<file path="src/rtl/pwm_multi_channel.sv">
`default_nettype none
// ============================================================================
//  Module      : pwm_multi_channel
//  Description : Multi-channel PWM generator sharing one period counter.
//                Period and per-channel duty are written into shadow
//                registers and reach the active registers only at a period
//                boundary. Edge- or center-aligned counting, saturating
//                duty stepping and per-channel enables.
//  Revision    : 1.0 - initial release
// ============================================================================
module pwm_multi_channel #(
    parameter  int NUM_CH         = 4,
    parameter  int CNT_W          = 10,
    parameter  int STEP           = 1,
    parameter  int DEF_PERIOD     = 1000,
    parameter  int CENTER_ALIGNED = 0,
    localparam int CH_W           = (NUM_CH > 1) ? $clog2(NUM_CH) : 1
) (
    input  logic              clk,
    input  logic              rst,
    input  logic [NUM_CH-1:0] pwm_en,
    input  logic              period_wr,
    input  logic [CNT_W-1:0]  period_in,
    input  logic              duty_wr,
    input  logic [CH_W-1:0]   duty_ch,
    input  logic [CNT_W-1:0]  duty_in,
    input  logic              up,
    input  logic              down,
    output logic [NUM_CH-1:0] pwm,
    output logic              period_start
);

    localparam logic [CNT_W:0]   c_STEP       = (CNT_W+1)'(STEP);
    localparam logic [CNT_W-1:0] c_DEF_PERIOD = CNT_W'(DEF_PERIOD);
    localparam logic [CNT_W-1:0] c_MIN_PERIOD = CNT_W'(2);
    localparam logic [CNT_W-1:0] c_ONE        = CNT_W'(1);

    logic [CNT_W-1:0]  r_cnt;
    logic              r_dir_down;
    logic [CNT_W-1:0]  r_period_act;
    logic [CNT_W-1:0]  r_period_sh;
    logic [CNT_W-1:0]  r_duty_act [NUM_CH];
    logic [CNT_W-1:0]  r_duty_sh  [NUM_CH];
    logic [NUM_CH-1:0] r_en_act;
    logic [NUM_CH-1:0] r_pwm;
    logic              r_period_start;

    logic [CNT_W-1:0]  w_period_m1;
    logic              w_wrap;
    logic              w_turn;
    logic              w_ch_valid;
    logic [CNT_W-1:0]  w_period_sh_nxt;
    logic [CNT_W-1:0]  w_duty_sh_nxt [NUM_CH];

    // Saturating increment: the result never exceeds the period shadow.
    function automatic logic [CNT_W-1:0] f_step_up(input logic [CNT_W-1:0] d,
                                                   input logic [CNT_W-1:0] lim);
        logic [CNT_W:0] s;
        s = {1'b0, d} + c_STEP;
        if (s > {1'b0, lim}) begin
            return lim;
        end
        return s[CNT_W-1:0];
    endfunction

    // Saturating decrement: the result never wraps below zero.
    function automatic logic [CNT_W-1:0] f_step_down(input logic [CNT_W-1:0] d);
        logic [CNT_W:0] s;
        if ({1'b0, d} < c_STEP) begin
            return '0;
        end
        s = {1'b0, d} - c_STEP;
        return s[CNT_W-1:0];
    endfunction

    assign w_period_m1 = r_period_act - c_ONE;
    assign w_ch_valid  = (int'(duty_ch) < NUM_CH);

    // Period boundary detection; center mode also flags the top turn-around.
    always_comb begin
        w_wrap = 1'b0;
        w_turn = 1'b0;
        if (CENTER_ALIGNED != 0) begin
            w_turn = !r_dir_down && (r_cnt >= w_period_m1);
            w_wrap = r_dir_down && (r_cnt == '0);
        end else begin
            w_wrap = (r_cnt >= w_period_m1);
        end
    end

    // Next shadow values; the boundary load uses these so a write landing in
    // the wrap cycle is part of that same load.
    always_comb begin
        w_period_sh_nxt = r_period_sh;
        if (period_wr) begin
            w_period_sh_nxt = (period_in < c_MIN_PERIOD) ? c_MIN_PERIOD : period_in;
        end
        for (int i = 0; i < NUM_CH; i++) begin
            w_duty_sh_nxt[i] = r_duty_sh[i];
            if (w_ch_valid && (CH_W'(i) == duty_ch)) begin
                if (duty_wr) begin
                    w_duty_sh_nxt[i] = duty_in;
                end else if (up && !down) begin
                    // Saturate against the shadow as it stood before this clock.
                    w_duty_sh_nxt[i] = f_step_up(r_duty_sh[i], r_period_sh);
                end else if (down && !up) begin
                    w_duty_sh_nxt[i] = f_step_down(r_duty_sh[i]);
                end
            end
        end
    end

    // Shadow registers follow their next values every clock.
    always_ff @(posedge clk) begin
        if (rst) begin
            r_period_sh <= c_DEF_PERIOD;
            for (int i = 0; i < NUM_CH; i++) begin
                r_duty_sh[i] <= '0;
            end
        end else begin
            r_period_sh <= w_period_sh_nxt;
            for (int i = 0; i < NUM_CH; i++) begin
                r_duty_sh[i] <= w_duty_sh_nxt[i];
            end
        end
    end

    // Period counter, boundary load of active registers and enable tracking.
    always_ff @(posedge clk) begin
        if (rst) begin
            r_cnt          <= '0;
            r_dir_down     <= 1'b0;
            r_period_act   <= c_DEF_PERIOD;
            r_en_act       <= '0;
            r_period_start <= 1'b0;
            for (int i = 0; i < NUM_CH; i++) begin
                r_duty_act[i] <= '0;
            end
        end else begin
            r_period_start <= w_wrap;
            if (w_wrap) begin
                r_cnt        <= '0;
                r_dir_down   <= 1'b0;
                r_period_act <= w_period_sh_nxt;
                r_en_act     <= pwm_en;
                for (int i = 0; i < NUM_CH; i++) begin
                    r_duty_act[i] <= w_duty_sh_nxt[i];
                end
            end else begin
                // A dropped enable clears the channel until the next boundary.
                r_en_act <= r_en_act & pwm_en;
                if (w_turn) begin
                    r_dir_down <= 1'b1;
                end else if (r_dir_down) begin
                    r_cnt <= r_cnt - c_ONE;
                end else begin
                    r_cnt <= r_cnt + c_ONE;
                end
            end
        end
    end

    // Registered compare outputs, gated by both active and live enables.
    always_ff @(posedge clk) begin
        if (rst) begin
            r_pwm <= '0;
        end else begin
            for (int i = 0; i < NUM_CH; i++) begin
                r_pwm[i] <= r_en_act[i] & pwm_en[i] & (r_cnt < r_duty_act[i]);
            end
        end
    end

    assign pwm          = r_pwm;
    assign period_start = r_period_start;

endmodule
`default_nettype wire
</file>
<file path="config.mk">
export PLATFORM = sky130hd
export DESIGN_NAME = pwm_multi_channel
export DESIGN_NICKNAME = d
export VERILOG_FILES = /design/src/rtl/pwm_multi_channel.sv
export SDC_FILE = /design/constraint.sdc
export NUM_CORES = 1
export LEC_CHECK = 0
export ABC_CLOCK_PERIOD_IN_PS = 10500
export BUFFER_PORTS_ARGS = -buffer_cell sky130_fd_sc_hd__buf_2
export CAP_MARGIN = 30
export CORE_UTILIZATION = 30
export CTS_CLUSTER_SIZE = 25
export DETAILED_ROUTE_END_ITERATION = 6
export SLEW_MARGIN = 20
export SYNTH_ARGS = -nofsm -noshare
export SYNTH_HDL_FRONTEND = slang
export SYNTH_SLANG_ARGS = --single-unit
</file>
<file path="constraint.sdc">
create_clock -name clk -period 10.5 [get_ports clk]
set_input_delay 0 -clock clk [delete_from_list [all_inputs] [get_ports clk]]
set_output_delay 0 -clock clk [all_outputs]
set_load 0.02 [all_outputs]
</file>
==> qor.yml <==
n_antenna_cell: 0
io_pins: 37
fp-row-count: 65
netlist_area_um2: 9791
first_iter_violations: 1051
cts_tree: "done"
drv_slew: 0
worst_pin_slew_ns: 1.053
initial_core_util_pct: 30.79
vias: 9674
wl_met2_mm: 14.84
numCtsBuffers: 17
cts_setup_buffers: 0
crit_fanout: 11
clock-root-buffer: "clkbuf_16"
layout_common_cells: "nor2_1, ha_1, nand2_1, dfxtp_1, inv_1"
clk_path_buf_depth: 2
syn_area_per_cell_um2: 7.934
ys_top_cells_by_area: "dfxtp_1, edfxtp_1, ha_1, nor2_1, a21oi_1"
ys_warn_count: 0
cp-end-kind: "flip-flop"
final-setup-viol-count: 0
vias_per_cell: 5.748
top_layer_used: "met4"
clock_latency_ns: 0.43
irDropWorstVdd_uv: 89.25
grt_pass1_vias: 8932
hold_viol_final: 0
fin_crit_ns: 3.918
fin_skew_ns: 0.01270
place_hpwl_mm: 25.36
dieHeight_um: 182.7
syn_inst: 1234
drcViolationCount: 0
hold_ws_ns: 0.01891
wl_per_cell_um: 21.04
grt_antenna_before_repair: 0
fmaxAchievable_mhz: 255.2
leakagePower_nw: 4.526
dieArea_um2: 33360
n_fill_cell: 3292
wl_met3_mm: 3.617
die_w_um: 182.7
finalSetupTns_ns: 0
synth_seq_cells: 119
met1_length_mm: 15.32
synth_edf_count: 40
synth-seq-area-share_pct: 28.42
final_common_cell: "nor2_1"
cts.sinks: 119
rsz0062_at_grt: "no"
async_flop_share_pct: 0
grt_max_degree: 47
arrival_ns: 4.07
synth_top_area_share_pct: 16.15
max-cap-violations: 0
worstSetupStartpointType: "flip-flop"
synth_flop_cell: "dfxtp_1"
yosys.area.top_type: "dfxtp_1"
wirelength_mm: 35.41
relSlewSlack_pct: 28.89
coreArea_um2: 31800
drive_gt1_share_pct: 9.054
grt_overflow: 0
ctsResizeCount: 0
grt_pass1_wl_mm: 53.92
critPathKind: "flip-flop to flip-flop"
port_buffers: 36
timing.critical_path.required_ns: 10.65
status: "completed"
total_power_mw: 1.385
htree_levels: 4
ys_types: 71
synthesis.nets: 1362
syn_to_final_growth_pct: 12.80
nets: 1363
hp-class: "input pin to flip-flop"
antenna_left: 0
grt.total_usage_pct: 21.41
clk_pin_slew_ns: 0.06
drt_pass1_iterations: 6
min_period_over_period_pct: 37.32
power_density_nw_per_um2: 125.4
gp_congestion: 0.9736
[cell usage after synthesis (4+ instances only)]
| cell | n |
|---|---|
| a2111oi_0 | 10 |
| a211o_1 | 4 |
| a211oi_1 | 24 |
| a21boi_0 | 9 |
| a21o_1 | 12 |
| a21oi_1 | 75 |
| a311oi_1 | 10 |
| a31oi_1 | 22 |
| and2_1 | 14 |
| and3_1 | 18 |
| buf_2 | 6 |
| clkbuf_1 | 73 |
| dfxtp_1 | 79 |
| edfxtp_1 | 40 |
| ha_1 | 96 |
| inv_1 | 76 |
| mux2_2 | 14 |
| mux2i_1 | 19 |
| nand2_1 | 80 |
| nand2b_1 | 16 |
| nand3_1 | 51 |
| nand4_1 | 22 |
| nor2_1 | 131 |
| nor2b_1 | 11 |
| nor3_1 | 41 |
| nor4_1 | 18 |
| o211a_1 | 5 |
| o211ai_1 | 25 |
| o21a_1 | 11 |
| o21ai_0 | 66 |
| o31ai_1 | 13 |
| o41ai_1 | 5 |
| or2_2 | 7 |
| or3_1 | 11 |
| or4_1 | 10 |
| xnor2_1 | 29 |
| xor2_1 | 25 |
[metrics by stage]
stage               cell area (µm²)  util (%)  worst slack (ns)  cells
global placement              10300     32.38             6.526   1635
CTS                           11040     34.71             6.660   1682
global route                  11040     34.73             6.218   1683
floorplan                      9791         -             6.653   1234
detailed placement            10330     32.48             6.668   1637
finish                        11040     34.73             6.582   1683
[final cells by class]
cell class	count	area [µm²]	area share, %
clock buffer	18	429.2	3.886
clock inverter	14	148.9	1.348
inverter	76	285.3	2.583
multi-input combinational	956	6407	58.02
sequential	119	2783	25.20
tap	435	544.3	4.928
timing repair buffer	65	446.7	4.044
[final timing paths]
| check | start | end | slack [ns] | depth (start not counted) |
|---|---|---|---|---|
| worst max-delay path | r_duty_sh[1][0] | r_duty_act[1][8] | 6.58 | 12 |
| worst min-delay path | period_in[1] | r_period_sh[0] | 0.02 | 4 |
| worst max register to register | r_duty_sh[1][0] | r_duty_act[1][8] | 6.58 | 12 |
| worst min register to register | r_en_act[3] | r_en_act[3] | 0.46 | 2 |
[kinds of logic (layout without fill, tap and decap cells)]
kind of cell	Yosys count	in the layout	share of synthesized area [%]
mux	33	33	3.553
fa+ha+maj	96	96	12.27
buf+inv	159	173	6.249
simple gates	444	444	22.25
compound gates	329	329	22.43
flops	119	119	28.42
xor+xnor	54	54	4.831
[report_power, final]
group          internal [mW]  switching [mW]
clock                  0.350           0.240
sequential             0.493          0.0374
combinational         0.0963           0.168
[per-layer routing]
metal / GRT usage, % / vias to the layer above
met1: 28.54 / 4512
met4: 10.52 / 0
met3: 5.987 / 110
met5: 0 / -
met2: 31.50 / 501
li1: - / 4551
[repair_timing]
| item | 4_1_cts | 5_1_grt |
|---|---|---|
| endpoints found under the setup margin | 0 | 0 |
| hold buffers | 13 | 0 |
| endpoints found under the hold margin | 21 | 0 |
[worst max-delay path, stage by stage, from the launching register on]
cell	delay [ns]
dfxtp_1	0.59
inv_1	0.14
nor3_1	0.32
nand3_1	0.14
xnor2_1	0.17
ha_1	0.31
nand3_1	0.11
nor3_1	0.28
o21ai_0	0.13
o21ba_2	0.49
mux2_2	0.38
a2111oi_0	0.43
nor3_1	0.13
[flip-flops by register name, indices dropped and copies added, names as in the netlist]
register,flops
r_duty_sh,40
r_period_sh,10
r_cnt,10
r_duty_act,40
r_en_act,4
r_period_act,10
pwm,4
period_start,1
Note: power is estimated with default switching activity, not from simulation.
